===== src/rtl/i2c_bus_monitor.sv =====
// ---------------------------------------------------------------------------
// i2c_bus_monitor
//
// Passive I2C bus observer. The raw SCL/SDA pins are synchronized every clk,
// then sampled on clk cycles where `capture` is high. Consecutive samples are
// compared to find START, STOP and data-bit (SCL rising) events, and the data
// bits are assembled into bytes of 8 data bits plus the ACK/NAK bit.
//
// Optional build macro: I2C_MON_FILTER_EN
//   Defined   -> each line passes through a debounce filter that only accepts
//                a new level after FILTER_LEN consecutive differing samples.
//   Undefined -> detection uses the raw synchronized samples.
//
// Ports
//   clk          in   single clock, all logic on posedge
//   reset        in   synchronous, active-high
//   capture      in   one-clk sample strobe
//   scl_in       in   raw asynchronous SCL
//   sda_in       in   raw asynchronous SDA
//   byte_data    out  [7:0] last received byte (MSB first on the wire)
//   byte_ack     out  ninth bit of that byte (0 = ACK, 1 = NAK)
//   byte_valid   out  one-clk pulse, byte_data/byte_ack/byte_first valid
//   byte_first   out  byte is the first after a START / repeated START
//   bus_start    out  one-clk pulse on START or repeated START
//   bus_stop     out  one-clk pulse on STOP
//   bus_busy     out  level, high from START until STOP (mirrors FSM state)
//   frame_error  out  one-clk pulse, START/STOP arrived mid-byte
// ---------------------------------------------------------------------------
module i2c_bus_monitor #(
  parameter int FILTER_LEN = 3
) (
  input  logic       clk,
  input  logic       reset,
  input  logic       capture,
  input  logic       scl_in,
  input  logic       sda_in,
  output logic [7:0] byte_data,
  output logic       byte_ack,
  output logic       byte_valid,
  output logic       byte_first,
  output logic       bus_start,
  output logic       bus_stop,
  output logic       bus_busy,
  output logic       frame_error
);

  typedef enum logic {
    ST_IDLE   = 1'b0,
    ST_ACTIVE = 1'b1
  } state_e;

  // ---------------------------------------------------------------- sync
  // Synchronizers load 1 on reset so that an idle bus looks idle at once.
  logic [1:0] scl_sync_q, sda_sync_q;

  always_ff @(posedge clk) begin
    if (reset) begin
      scl_sync_q <= 2'b11;
      sda_sync_q <= 2'b11;
    end else begin
      scl_sync_q <= {scl_sync_q[0], scl_in};
      sda_sync_q <= {sda_sync_q[0], sda_in};
    end
  end

  // Line values used for edge detection on a capture cycle.
  logic cur_scl, cur_sda;

`ifdef I2C_MON_FILTER_EN
  // ---------------------------------------------------------------- filter
  // A filtered level flips on the FILTER_LEN-th consecutive differing sample;
  // the flipped value is used in that same capture cycle, so the added delay
  // is FILTER_LEN-1 capture periods.
  localparam int FCW = (FILTER_LEN < 2) ? 1 : $clog2(FILTER_LEN + 1);

  logic           scl_filt_q, scl_filt_d, sda_filt_q, sda_filt_d;
  logic [FCW-1:0] scl_fcnt_q, scl_fcnt_d, sda_fcnt_q, sda_fcnt_d;

  always_comb begin
    scl_filt_d = scl_filt_q;
    scl_fcnt_d = scl_fcnt_q;
    sda_filt_d = sda_filt_q;
    sda_fcnt_d = sda_fcnt_q;
    if (capture) begin
      if (scl_sync_q[1] == scl_filt_q) begin
        scl_fcnt_d = '0;
      end else if (scl_fcnt_q == FCW'(FILTER_LEN - 1)) begin
        scl_filt_d = scl_sync_q[1];
        scl_fcnt_d = '0;
      end else begin
        scl_fcnt_d = scl_fcnt_q + 1'b1;
      end
      if (sda_sync_q[1] == sda_filt_q) begin
        sda_fcnt_d = '0;
      end else if (sda_fcnt_q == FCW'(FILTER_LEN - 1)) begin
        sda_filt_d = sda_sync_q[1];
        sda_fcnt_d = '0;
      end else begin
        sda_fcnt_d = sda_fcnt_q + 1'b1;
      end
    end
  end

  always_ff @(posedge clk) begin
    if (reset) begin
      scl_filt_q <= 1'b1;
      sda_filt_q <= 1'b1;
      scl_fcnt_q <= '0;
      sda_fcnt_q <= '0;
    end else begin
      scl_filt_q <= scl_filt_d;
      sda_filt_q <= sda_filt_d;
      scl_fcnt_q <= scl_fcnt_d;
      sda_fcnt_q <= sda_fcnt_d;
    end
  end

  assign cur_scl = scl_filt_d;
  assign cur_sda = sda_filt_d;
`else
  assign cur_scl = scl_sync_q[1];
  assign cur_sda = sda_sync_q[1];
`endif

  // ---------------------------------------------------------------- edges
  logic prev_scl_q, prev_sda_q;

  always_ff @(posedge clk) begin
    if (reset) begin
      prev_scl_q <= 1'b1;
      prev_sda_q <= 1'b1;
    end else if (capture) begin
      prev_scl_q <= cur_scl;
      prev_sda_q <= cur_sda;
    end
  end

  logic scl_rise, scl_low, start_ev, stop_ev;

  // START/STOP both need SCL high in both samples, so they can never
  // coincide with an SCL rise: the rise wins by construction.
  assign scl_rise = capture & ~prev_scl_q & cur_scl;
  assign scl_low  = capture & ~cur_scl;
  assign start_ev = capture & prev_scl_q & cur_scl &  prev_sda_q & ~cur_sda;
  assign stop_ev  = capture & prev_scl_q & cur_scl & ~prev_sda_q &  cur_sda;

  // ---------------------------------------------------------------- FSM
  state_e     state_q, state_d;
  logic [3:0] bit_cnt_q, bit_cnt_d;
  logic [7:0] shift_q, shift_d;
  logic       first_q, first_d;
  // SCL has risen on a counted bit and stayed high since. A START/STOP
  // always needs SCL raised with SDA at its pre-condition level, so that
  // last rise is the condition's setup, not a byte bit.
  logic       pending_q, pending_d;
  logic       partial;

  logic [7:0] byte_data_q, byte_data_d;
  logic       byte_ack_q, byte_ack_d, byte_first_q, byte_first_d;
  logic       byte_valid_q, byte_valid_d, bus_start_q, bus_start_d;
  logic       bus_stop_q, bus_stop_d, bus_busy_q, bus_busy_d;
  logic       frame_error_q, frame_error_d;

  assign partial = (bit_cnt_q != 4'd0) && !(pending_q && (bit_cnt_q == 4'd1));

  always_comb begin
    state_d       = state_q;
    bit_cnt_d     = bit_cnt_q;
    shift_d       = shift_q;
    first_d       = first_q;
    pending_d     = pending_q;
    byte_data_d   = byte_data_q;
    byte_ack_d    = byte_ack_q;
    byte_first_d  = byte_first_q;
    byte_valid_d  = 1'b0;
    bus_start_d   = 1'b0;
    bus_stop_d    = 1'b0;
    frame_error_d = 1'b0;

    if (scl_low) pending_d = 1'b0;

    case (state_q)
      ST_IDLE: begin
        if (start_ev) begin
          state_d     = ST_ACTIVE;
          bit_cnt_d   = 4'd0;
          shift_d     = 8'h00;
          first_d     = 1'b1;
          pending_d   = 1'b0;
          bus_start_d = 1'b1;
        end
      end
      ST_ACTIVE: begin
        if (scl_rise) begin
          pending_d = 1'b1;
          if (bit_cnt_q == 4'd8) begin
            byte_valid_d = 1'b1;
            byte_data_d  = shift_q;
            byte_ack_d   = cur_sda;
            byte_first_d = first_q;
            bit_cnt_d    = 4'd0;
            first_d      = 1'b0;
          end else begin
            shift_d   = {shift_q[6:0], cur_sda};
            bit_cnt_d = bit_cnt_q + 4'd1;
          end
        end else if (start_ev) begin
          bus_start_d   = 1'b1;
          frame_error_d = partial;
          bit_cnt_d     = 4'd0;
          shift_d       = 8'h00;
          first_d       = 1'b1;
          pending_d     = 1'b0;
        end else if (stop_ev) begin
          bus_stop_d    = 1'b1;
          frame_error_d = partial;
          state_d       = ST_IDLE;
          bit_cnt_d     = 4'd0;
          shift_d       = 8'h00;
          pending_d     = 1'b0;
        end
      end
      default: state_d = ST_IDLE;
    endcase

    bus_busy_d = (state_d == ST_ACTIVE);
  end

  always_ff @(posedge clk) begin
    if (reset) begin
      state_q       <= ST_IDLE;
      bit_cnt_q     <= 4'd0;
      shift_q       <= 8'h00;
      first_q       <= 1'b0;
      pending_q     <= 1'b0;
      byte_data_q   <= 8'h00;
      byte_ack_q    <= 1'b0;
      byte_first_q  <= 1'b0;
      byte_valid_q  <= 1'b0;
      bus_start_q   <= 1'b0;
      bus_stop_q    <= 1'b0;
      bus_busy_q    <= 1'b0;
      frame_error_q <= 1'b0;
    end else begin
      state_q       <= state_d;
      bit_cnt_q     <= bit_cnt_d;
      shift_q       <= shift_d;
      first_q       <= first_d;
      pending_q     <= pending_d;
      byte_data_q   <= byte_data_d;
      byte_ack_q    <= byte_ack_d;
      byte_first_q  <= byte_first_d;
      byte_valid_q  <= byte_valid_d;
      bus_start_q   <= bus_start_d;
      bus_stop_q    <= bus_stop_d;
      bus_busy_q    <= bus_busy_d;
      frame_error_q <= frame_error_d;
    end
  end

  assign byte_data   = byte_data_q;
  assign byte_ack    = byte_ack_q;
  assign byte_first  = byte_first_q;
  assign byte_valid  = byte_valid_q;
  assign bus_start   = bus_start_q;
  assign bus_stop    = bus_stop_q;
  assign bus_busy    = bus_busy_q;
  assign frame_error = frame_error_q;

endmodule


===== config.mk =====
export PLATFORM = sky130hd
export DESIGN_NAME = i2c_bus_monitor
export DESIGN_NICKNAME = d
export VERILOG_FILES = /design/src/rtl/i2c_bus_monitor.sv
export SDC_FILE = /design/constraint.sdc
export NUM_CORES = 1
export LEC_CHECK = 0
export CAP_MARGIN = 20
export CORE_ASPECT_RATIO = 1.75
export CORE_MARGIN = 2
export CORE_UTILIZATION = 50
export DETAILED_ROUTE_END_ITERATION = 10
export GPL_TIMING_DRIVEN = 1
export HOLD_SLACK_MARGIN = 0.06
export PLACE_DENSITY = 0.79
export SETUP_SLACK_MARGIN = 0.05
export SYNTH_ARGS = -nofsm -noshare
export SYNTH_HDL_FRONTEND = slang
export SYNTH_SLANG_ARGS = --single-unit

===== constraint.sdc =====
create_clock -name clk -period 1.7 [get_ports clk]
set_input_delay 0.34 -clock clk [delete_from_list [all_inputs] [get_ports clk]]
set_output_delay 0.34 -clock clk [all_outputs]
set_load 0.02 [all_outputs]

; ---- After elaboration in Yosys (flattened, before gate mapping)
; Cells that the tools add are included.
[word_totals]
register_bits = 35
input_bits = 5
out_inout_bits = 15
elab_cells = 81
[classes]
addsub = 1
eq_ne = 6
muxes = 33
bitwise = 15
n_reduce_logical = 10
[ops]
columns = operator, n
row1 = $mux W8, 5
row2 = $mux W4, 5
row3 = $mux W1, 17
row4 = $pmux W8 S2, 1
row5 = $and A1 B1 Y1, 9
row6 = $pmux W1 S2, 4
row7 = $pmux W4 S2, 1
row8 = $not A1 Y1, 6
row9 = $reduce_and A3 Y1, 2
row10 = $reduce_or A3 Y1, 2
row11 = $add A4 B1 Y4 const B, 1
row12 = $eq A4 B1 Y1 const B, 1
row13 = $eq A4 B4 Y1 const B, 1
row14 = $ne A4 B4 Y1 const B, 1
row15 = $reduce_bool A4 Y1, 1
row16 = $reduce_or A4 Y1, 1
row17 = $ne A3 B2 Y1 const B, 1
row18 = $ne A3 B3 Y1 const B, 1
row19 = $logic_and A1 B1 Y1, 2
row20 = $ne A2 B2 Y1 const B, 1
row21 = $reduce_and A2 Y1, 1
row22 = $logic_not A1 Y1, 1

; ---- Logic depth before layout (Yosys ltp)
[logic_depth]
word_depth = 8
depth_mapped = 8
depth_no_buf = 6

; ---- Worst setup path after synthesis
; No wires, ideal clock.
[synth_timing]
path_kind = reg-to-reg
start = register bit_cnt_q[0]
end = register byte_ack_q, in the netlist byte_ack
setup_ns = 0.067
arrival_time_ns = 1.420
required_ns = 1.633
slack_ns = 0.213
stages_incl_launch_ff = 8
path_buffers = 1
period_less_slack_ns = 1.487
path_cell_list = dfxtp_1 > inv_1 > ha_1 > and3b_1 > nand2_1 > clkbuf_1 > nand2_1 > a21oi_2
[synth_via]
elab_chain_len = 2
[synth_lines]
columns = element, line_no
row1 = from (decl), 149  ; logic [3:0] bit_cnt_q, bit_cnt_d;
row2 = from (signal assigned), 246  ; bit_cnt_q <= bit_cnt_d;
row3 = $eq A4 B4 Y1, 196  ; if (bit_cnt_q == 4'd8) begin
row4 = $reduce_and A3 Y1 (no source line), --
row5 = to (signal assigned), 251  ; byte_ack_q <= byte_ack_d;
row6 = to (decl), 159  ; logic byte_ack_q, byte_ack_d, byte_first_q, byte_first_d;
; Every way passes these cells.
; A chain may end at the register's enable or synchronous reset.

; ---- Final worst setup path
[layout_timing]
start = register byte_data_q[1], in the netlist byte_data[1]
end = output port byte_data[1]
[layout_lines]
columns = element, line_no
row1 = from (decl), 158  ; logic [7:0] byte_data_q, byte_data_d;
row2 = from (signal assigned), 250  ; byte_data_q <= byte_data_d;
row3 = to (decl), 37  ; output logic [7:0] byte_data,
; No word-level cell between the ends.

==> run_results.csv <==
group,metric,value,unit
timing,min_period,1562,ps
yosys,yosys_warnings,0,
yosys,postSynth.asyncResetShare,0,%
floorplanning,die_h,74.94,um
timing,fin_skew,4.096,ps
final_layout,drive_above_1_share,16.41,%
power,vdd_drop_max,754.9,uV
timing,worst_slew_pin_slew,315.0,ps
final_layout,area_growth,24.80,%
final_layout,final-seq-area,701.9,sq um
global_routing,grt_pass1_vias,1207,
timing,setup_slack,138.4,ps
yosys,synth-simple-area-share,28.63,%
floorplanning,coreArea,2721,sq um
yosys,synth-edff-count,0,
critical_path,end_kind,"output pin",
timing,setup_viol,0,
clock_network,cts_tree,"done",
floorplanning,io_pins,20,
global_routing,grt_usage,20.52,%
timing,hold_viol_final,0,
placed_design,place_area,1699,sq um
power,p_leak,0.7096,nW
timing,max_slew_margin,78.84,%
yosys,netlist_area,1438,sq um
yosys,syn-mean-instance-area,8.713,sq um
clock_network,cts_max_level,2,
timing,max_clock_freq,640.4,MHz
timing,maxSlewViolCount,0,
drt,drt-total-wl,2895,um
final_layout,num_antenna_cells,0,
yosys,synth_common_cells,"dfxtp_1 (35), nand2_1 (34), a21oi_1 (12), nand3_1 (11), nor3_1 (8)",
final_layout,multi_input_area,654.4,sq um
global_routing,grt_pass1_wl,4968,um
yosys,synth_most_common_cell,"dfxtp_1",
critical_path,path_class,"reg -> out",
drt,drc,0,
final_layout,fillers,225,
floorplanning,die_area,3337,sq um
critical_path,startpoint_type,"register",
placed_design,gp_congestion,0.9386,
timing,rsz0062_at_grt,"false",
final_layout,layout.nets,203,
final_layout,utilization,65.93,%
critical_path,path_cells,"clkdlybuf4s50_1",
timing,post-route-period-util,91.86,%
floorplanning,rows,25,
clock_network,clk_latency,290,ps
global_routing,grt_start_max_net_pins,19,
critical_path,cp_slowest_cell,"clkdlybuf4s50_1",
clock_network,clkSlewWorstSetupHoldPaths,70,ps
clock_network,clockBufferDepth,2,
yosys,synthCells,165,
clock_network,hold_buffers,0,
job,drv_cap,0,
yosys,synth_compound_area_share,12.62,%
placed_design,dpl_worst_slack,-187.6,ps
drt,detail-route-antenna-nets,0,
drt,drtIter0Drc,28,
global_routing,antenna_found_initial,0,
yosys,synth_fa_ha_area_share,2.611,%
critical_path,cp_max_fo,2,
status,status,"finished, final reports clean",
critical_path,cp.required,1360,ps
critical_path,arrival,1220,ps
clock_network,cts_buffers,5,
power,power_density,835.2,nW/um^2
critical_path,max_stage_delay,600,ps
critical_path,cp_top_family,"buffers and inverters",
yosys,yosys_register_bits,35,
floorplanning,die_w,44.54,um
yosys,synth.net_count,173,
worst_hold_path,holdCritPathClass,"reg -> reg",
clock_network,cts-root-buf,"clkbuf_8",
placed_design,dpl.hpwl,2160,um
yosys,synth_seq_area_share,48.74,%
yosys,synth-xor-area-share,0.6092,%
final_layout,final_cell_area,1794,sq um
yosys,synth_top_area_share,48.74,%
global_routing,overflow,0,
yosys,ys.flop_type,"dfxtp_1",
yosys,synth_cell_type_count,34,
placed_design,dpl.cell_count,215,
drt,viasPerCell,5.568,
yosys,synth_top_area_cell,"dfxtp_1",
drt,vias,1236,
yosys,ys_top_cells_by_area,"dfxtp_1 (49%), nand2_1 (8.9%), a21oi_1 (4.2%), nand3_1 (3.8%), a22oi_1 (3.1%)",
critical_path,path_buf_inv,1,
placed_design,portBuffers,19,
yosys,synth_top_family_by_area,"simple AND/OR/NAND/NOR gates",
floorplanning,start_util,52.83,%
yosys,synth_mux_area_share,0.6963,%
drt,wire_per_inst,13.04,um
drt,firstDrtPassIters,4,
final_layout,fin_cells,222,
clock_network,cts.sinks,35,
-- layout make-up --
type	instances	share of cell area, %
multi-input combinational	117	36.47
tap	27	1.883
clock buffer	6	4.603
sequential	35	39.12
timing repair buffer	32	16.81
clock inverter	1	0.2789
inverter	4	0.8368
-- power by group --
part / switching (mW) / total [mW] / internal [mW]
Sequential: 0.00778 / 0.836 / 0.828
Combinational: 0.0313 / 0.0627 / 0.0314
Clock: 0.282 / 0.600 / 0.317
Total: 0.321 / 1.50 / 1.18
-- what timing repair did --
action,4_1_cts,5_1_grt
setup buffers,0,0
setup endpoints to repair,1,9
gates resized for setup,1,3
-- cell families after synthesis --
logic type / count (synthesis)
AOI/OAI and AO/OA: 29
xor gates and xnor gates: 1
adders and majority gates: 3
buffers and inverters: 13
DFF: 35
muxes: 1
and+or+nand+nor: 83
-- path summary, 6_finish.rpt --
| kind | endpoint | startpoint | cells past startpoint | slack, ps |
|---|---|---|---|---|
| setup reg to reg | shift_q[3] | bit_cnt_q[1] | 6 | 220 |
| hold / removal | sda_sync_q[1] | sda_sync_q[0] | 1 | 420 |
| setup / recovery | byte_data[1] | byte_data[1] | 1 | 140 |
| hold reg to reg | sda_sync_q[1] | sda_sync_q[0] | 1 | 420 |
-- metal layers --
metal / vias up / part of all wire [%] / track usage [%]
li1: 621 / - / -
met1: 579 / 38 / 19.33
met2: 25 / 54 / 37.52
met3: 11 / 3.7 / 5.036
met4: 0 / 3.9 / 13.47
met5: - / 0 / 0
-- cell usage in the layout, fill, tap and decap left out, drive strengths merged, types with 4 or more instances in the layout --
cell,instances
nor2b,7
dfxtp,35
nand3,11
a21oi,13
clkdlybuf4s50,17
clkbuf,6
buf,13
nor3,8
nand2,35
or2,4
a22oi,6
inv,4
nor2,8
-- flip-flops by register name, indices dropped and copies added, names as in the netlist --
register	count
byte_ack	1
byte_valid	1
bit_cnt_q	4
shift_q	8
bus_stop	1
bus_start	1
sda_sync_q	2
byte_first	1
prev_scl_q	1
prev_sda_q	1
bus_busy	1
first_q	1
frame_error	1
pending_q	1
scl_sync_q	2
byte_data	8
-- worst register-to-register path, delay by kind of cell, from the launching register on --
kind	cells	cell delay, ps
AND/OR/NAND/NOR	3	530
buffers and inverters	1	80
AO/OA/AOI/OAI	1	190
adder cells (fa/ha/maj)	1	200
flip-flops	1	370
-- through the flow --
step           hold slack (ps)  power, mW  TNS [ps]
6_report                 419.8      1.499         0
4_1_cts                  422.5      1.509         0
3_3_place_gp             397.0     0.9141     -1182
5_1_grt                  434.5      1.541         0
2_1_floorplan            389.5     0.8848         0
3_5_place_dp             405.5     0.9169     -2408
(Power assumes the default switching activity.)
